`config.mk`:
```
export PLATFORM = sky130hd
export DESIGN_NAME = fetch_unit
export DESIGN_NICKNAME = d
export VERILOG_FILES = /design/src/rtl/fetch_unit.sv
export SDC_FILE = /design/constraint.sdc
export NUM_CORES = 1
export LEC_CHECK = 0
export CORE_UTILIZATION = 36
export CTS_BUF_LIST = sky130_fd_sc_hd__clkbuf_4
export CTS_CLUSTER_DIAMETER = 100
export CTS_CLUSTER_SIZE = 30
export DETAILED_ROUTE_END_ITERATION = 7
export PLACE_DENSITY = 0.85
export SLEW_MARGIN = 20
export SYNTH_ARGS = -nofsm -noshare
export SYNTH_HDL_FRONTEND = slang
export SYNTH_SLANG_ARGS = --single-unit
```
`constraint.sdc`:
```
create_clock -name clk -period 1.9 [get_ports clk]
set_input_delay 0.285 -clock clk [delete_from_list [all_inputs] [get_ports clk]]
set_output_delay 0.285 -clock clk [all_outputs]
set_load 0.005 [all_outputs]
```
`src/rtl/fetch_unit.sv`:
```
// Instruction-fetch stage: owns the PC, captures the instruction word into IF/ID,
// and applies decode-resolved branch/jump redirects. It halts on a self-targeting jump.
module fetch_unit #(
  parameter int                  PC_WIDTH = 8,
  parameter logic [PC_WIDTH-1:0] RESET_PC = '0
) (
  input  logic                clk,
  input  logic                rst,
  output logic [PC_WIDTH-1:0] pc_addr,
  input  logic [31:0]         imem_rdata,
  output logic                ifid_valid,
  output logic [31:0]         ifid_instr,
  output logic [PC_WIDTH-1:0] ifid_pc_plus4,
  input  logic                id_ready,
  input  logic                branch_taken,
  input  logic [15:0]         branch_offset,
  input  logic                jump_valid,
  input  logic [25:0]         jump_target,
  output logic                halted
);

  typedef enum logic {RUN, HALT} state_t;

  state_t              state, state_nxt;
  logic [PC_WIDTH-1:0] pc, pc_nxt, pc4_nxt;
  logic                valid_nxt;
  logic [31:0]         instr_nxt;

  logic                adv, accept, self_jump;
  logic [PC_WIDTH-1:0] seq_pc, jump_addr, branch_disp, branch_addr, ifid_pc;

  assign adv    = !ifid_valid || id_ready;
  assign accept = ifid_valid && id_ready;
  assign seq_pc = pc + PC_WIDTH'(4);

  // Targets are word-shifted then truncated to the PC width; no upper-PC concatenation.
  assign jump_addr   = PC_WIDTH'({jump_target, 2'b00});
  assign branch_disp = PC_WIDTH'({{14{branch_offset[15]}}, branch_offset, 2'b00});
  assign branch_addr = ifid_pc_plus4 + branch_disp;
  assign ifid_pc     = ifid_pc_plus4 - PC_WIDTH'(4);
  assign self_jump   = accept && jump_valid && (jump_addr == ifid_pc);

  assign pc_addr = pc;
  assign halted  = (state == HALT);

  always_comb begin
    state_nxt = state;
    pc_nxt    = pc;
    valid_nxt = ifid_valid;
    instr_nxt = ifid_instr;
    pc4_nxt   = ifid_pc_plus4;
    case (state)
      RUN: begin
        // Jump has priority over branch. Any redirect squashes this cycle's wrong-path word.
        if (self_jump) begin
          state_nxt = HALT;
          valid_nxt = 1'b0;
        end else if (accept && jump_valid) begin
          pc_nxt    = jump_addr;
          valid_nxt = 1'b0;
        end else if (accept && branch_taken) begin
          pc_nxt    = branch_addr;
          valid_nxt = 1'b0;
        end else if (adv) begin
          instr_nxt = imem_rdata;
          pc4_nxt   = seq_pc;
          valid_nxt = 1'b1;
          pc_nxt    = seq_pc;
        end
      end
      HALT: valid_nxt = 1'b0;
      default: state_nxt = RUN;
    endcase
  end

  always_ff @(posedge clk) begin
    if (!rst) begin
      state         <= RUN;
      pc            <= RESET_PC;
      ifid_valid    <= 1'b0;
      ifid_instr    <= '0;
      ifid_pc_plus4 <= '0;
    end else begin
      state         <= state_nxt;
      pc            <= pc_nxt;
      ifid_valid    <= valid_nxt;
      ifid_instr    <= instr_nxt;
      ifid_pc_plus4 <= pc4_nxt;
    end
  end

endmodule

```
### Word level (Yosys, flattened, before mapping)

Cells that the tools add are included.

| operators by class | value |
|---|---|
| bitwise logic cells | 4 |
| reduce and logical (&&, ||, !) cells | 9 |
| muxes and demuxes | 10 |
| equal/unequal tests | 2 |
| add/sub/neg operators | 3 |

Operators with widths:

| cell | number |
|---|---|
| 8-bit 2-to-1 mux | 3 |
| 8-bit by 3-bit adder with 8-bit output, second input constant | 1 |
| 8-bit adder | 1 |
| 8-bit == test | 1 |
| 8-bit by 3-bit subtractor with 8-bit output, second input constant | 1 |
| 1-bit 2-to-1 mux | 6 |
| 5-bit != test, second input constant | 1 |
| 5-bit AND reduction | 1 |
| 1-bit logical AND | 4 |
| 1-bit NOT | 4 |
| 3-bit AND reduction | 1 |
| 3-bit nonzero test | 1 |
| 1-bit case mux with 2 select lines | 1 |
| 1-bit zero test | 1 |
| 1-bit logical OR | 1 |

| storage, ports and cells | value |
|---|---|
| output and inout port bits | 50 |
| input port bits | 79 |
| register bits | 50 |
| word-level logic and storage cells | 33 |

### Depth between registers and ports, before layout

| depth | value |
|---|---|
| depth after elaboration | 7 |
| depth in mapped cells | 9 |
| mapped depth without buffers | 9 |

### Worst setup path before layout

OpenSTA, ideal clock, no wires.

| path | value |
|---|---|
| path kind | flip-flop to flip-flop |
| start | register ifid_pc_plus4[2] |
| end | register pc[7], in the netlist pc_addr[7] |
| cell stages (with the launch flop) | 9 |
| data arrival time | 1,858 ps |
| clock period less this slack | 1,974 ps |
| path buffers | 0 |
| required time | 1,784 ps |
| slack | -74 ps |
| cells stage by stage | dfxtp_1 -> inv_1 -> ha_1 -> o21ba_2 -> a221oi_1 -> a41oi_1 -> o21ai_2 -> or2b_1 -> and3_1 |

| between the ends | value |
|---|---|
| cells in the longest elaborated chain, start to end | 5 |

Ends and longest elaborated chain:

| item | RTL line | source |
|---|---|---|
| from (decl) | 13 | `output logic [PC_WIDTH-1:0] ifid_pc_plus4,` |
| from (signal assigned) | 88 | `ifid_pc_plus4 <= pc4_nxt;` |
| 8-bit by 3-bit subtractor with 8-bit output | 40 | `assign ifid_pc = ifid_pc_plus4 - PC_WIDTH'(4);` |
| 8-bit == test | 41 | `assign self_jump = accept && jump_valid && (jump_addr == ifid_pc);` |
| 1-bit logical AND | 41 |  |
| 1-bit NOT (no line) | n/a |  |
| 3-bit AND reduction (no line) | n/a |  |
| to (signal assigned) | 85 | `pc <= pc_nxt;` |
| to (decl) | 25 | `logic [PC_WIDTH-1:0] pc, pc_nxt, pc4_nxt;` |

Several ways; a longest one is shown, not always the timed one.
A chain may end at the register's enable or synchronous reset.

### Worst setup path after layout

| path | value |
|---|---|
| start | register ifid_pc_plus4[3] |
| end | register pc[7], in the netlist pc_addr[7] |

Same word-level chain as after synthesis.

==> impl_metrics.csv <==
group,metric,value,unit
timing,rsz0062_at_grt,"yes",
setup_path,worstPathRequired,2.18,ns
power,p_sw,718,uW
timing,fin_worst_skew,0.0191,ns
timing,maxSlewHeadroom,79.4,%
yosys,syn_area,0.00240,mm^2
power,p_int,1900,uW
final_layout,final_util,59.9,%
placed_design,placed_area,0.00368,mm^2
yosys,synth_edf_count,0,
global_route,grt_max_degree,27,
floorplanning,die_y,83.6,um
setup_path,end_kind,"flop",
clock_tree,cts-root-buf,"clkbuf_4",
flow_run,drv_cap,0,
final_layout,final_nets,500,
timing,period_needed,2.00,ns
yosys,synth.distinct_cells,42,
outcome,violations,"negative setup slack",
detailed_routing,vias,2480,
setup_path,critPathLaunchType,"flop",
floorplanning,rows,29,
yosys,ys.flop_type,"dfxtp_1",
floorplanning,die-width,83.6,um
global_route,grt_pass1_wl,11800,um
power,pwr-share-seq,45.7,%
clock_tree,clkLatencyLatePin,0.36,ns
placed_design,gp_congestion,0.951,
final_layout,drive_gt1_share,14.3,%
yosys,ys_warn_count,0,
final_layout,final_design_area_no_fill,0.00383,mm^2
detailed_routing,drt-initial-drc-count,72,
clock_tree,cts.htree.levels,2,
clock_tree,cts_tree,"built",
floorplanning,initial_core_util,37.5,%
final_layout,final_cell_mix,"clkdlybuf4s50_1, nand2_1, dfxtp_1, a21boi_0, buf_4",
placed_design,place_inst,482,
yosys,synth-seq-cells,50,
floorplanning,core_area,0.00639,mm^2
yosys,synthTopCellsByArea,"dfxtp_1, nand2_1, a21boi_0",
detailed_routing,drcViolationCount,0,
setup_path,arrival,2.27,ns
setup_path,crit_type,"reg -> reg",
power,ir_drop,0.476,mV
timing,max_freq,500,MHz
global_route,grt.total_usage,20.7,%
timing,tns,-0.159,ns
power,p_clk_share,24.2,%
setup_path,critPathMaxFanout,5,
clock_tree,cts_sinks,50,
detailed_routing,wl,6930,um
final_layout,regArea,0.00101,mm^2
final_layout,layout_commonest_cell,"clkdlybuf4s50_1",
placed_design,port_buffers,98,
yosys,yosysTopAreaCell,"dfxtp_1",
timing,hold_viol,0,
power,cellPowerDensity,684,mW/mm^2
detailed_routing,post_drt_via_cell_ratio,5.05,
outcome,status,"finished with violations",
global_route,overflow,0,
final_layout,layout.cells.non_filler,491,
timing,setup_slack,-0.0983,ns
global_route,grt_pass1_vias,2563,
clock_tree,clk_pin_slew,0.14,ns
timing,drv_slew,0,
power,power.leakage,0.00158,uW
yosys,syn_inst,290,
timing,timing.final.crit_share,105,%
floorplanning,die_area,0.00699,mm^2
final_layout,area_growth,59.7,%
min_path,hold_path_class,"in -> reg",
final_layout,antenna_cells,0,
clock_tree,holdBufCountCts,0,
final_layout,multi_input_area,0.00133,mm^2
yosys,ys_async_sr_fraction,0,%
yosys,syn-num-nets,377,
detailed_routing,avgRoutedWirePerCell,14.1,um
detailed_routing,drt_pass1_iterations,4,
floorplanning,ios,129,
clock_tree,cts_buffers,5,
clock_tree,cts.path.max_buffers,2,
global_route,antenna_found_initial,0,
detailed_routing,ant_nets,0,
placed_design,hpwl,5270,um
yosys,syn-mean-instance-area,8.27,um^2
power,p_sw_share,27.4,%
yosys,yosysTopAreaCellShare,41.8,%
placed_design,dp_slack,-0.444,ns
final_layout,n_fill_cell,552,
power,pwr-share-comb,30.1,%
timing,finalSetupViolations,2,
timing,worst_pin_slew,0.307,ns
yosys,seq_area_frac_synth,41.8,%
[Yosys cell counts, types with 2 or more instances]
cell type  number
a211oi_1        2
a21boi_0       35
a21o_1          2
a21oi_1         5
and2_1          2
and3_1          2
buf_4           2
clkbuf_1       14
dfxtp_1        50
ha_1            7
inv_1           7
nand2_1        82
nand2b_1        2
nand3_1        10
nor2_1         12
nor3_1          3
nor3b_1         2
o211a_1         4
o21ai_0         8
o21bai_1        2
o22ai_1         3
xnor2_1         8
xor2_1          7
[path summary, 6_finish.rpt]
kind / from / endpoint / slack (ns) / cells past startpoint
worst max register to register: ifid_pc_plus4[3] / pc_addr[7] / -0.1 / 7
worst min-delay path: imem_rdata[2] / ifid_instr[2] / 0.46 / 3
worst max-delay path: ifid_pc_plus4[3] / pc_addr[7] / -0.1 / 7
worst min register to register: ifid_instr[31] / ifid_instr[31] / 0.47 / 2
[power by group through the flow]
stage               logic [uW]  clock network, uW  registers (uW)
finish                     789                635            1200
global route               860                698            1210
CTS                        776                653            1190
detailed placement         758                  0            1220
global placement           741                  0            1210
floorplan                  319                  0            1220
[sequential cells by signal, indices dropped and copies added, names as in the netlist]
signal         flops
ifid_valid         1
ifid_instr        32
ifid_pc_plus4      8
pc_addr            8
halted             1
[worst max-delay path, stage by stage (launching register included)]
cell and delay [ns]:
dfxtp_4 0.38, or4_4 0.51, o21a_1 0.19, o2111ai_2 0.20, o21ai_2 0.12, buf_4 0.15
a211o_1 0.22, and3_1 0.16
[kinds of logic (layout without fill, tap and decap cells)]
family / Yosys count / after routing / synth area share [%]
AOI/OAI and AO/OA: 72 / 72 / 22.4
DFF: 50 / 50 / 41.8
adders and majority gates: 8 / 8 / 4.49
muxes: 1 / 1 / 0.418
and+or+nand+nor: 119 / 119 / 20.9
buffers and inverters: 25 / 149 / 4.54
xor gates and xnor gates: 15 / 15 / 5.48
[per-stage QoR]
stage | power, uW | hold WS, ns
global placement | 1950 | 0.448
finish | 2620 | 0.462
floorplan | 1530 | 0.430
detailed placement | 1970 | 0.456
CTS | 2620 | 0.442
global route | 2770 | 0.444
[metal layers]
metal,part of all wire (%),vias up,GRT usage (%)
met2,47,109,35.3
met1,43,1137,25.7
met3,8.4,14,5.34
met4,1.9,0,6.01
met5,0,-,0
li1,-,1220,-
[what timing repair did]
| item | CTS | global route |
|---|---|---|
| buffers inserted | 1 | 0 |
| gates resized for setup | 6 | 8 |
| pin swaps | 4 | 5 |
| endpoints found under the setup margin | 9 | 9 |
[final cells by class]
class	instances	share of cell area (%)
Multi-Input combinational cell	215	34.8
Timing Repair Buffer	134	33.4
Sequential cell	50	26.4
Tap cell	77	2.52
Clock buffer	7	1.37
Clock inverter	1	0.785
Inverter	7	0.686
Note: power is estimated with default switching activity, not from simulation.
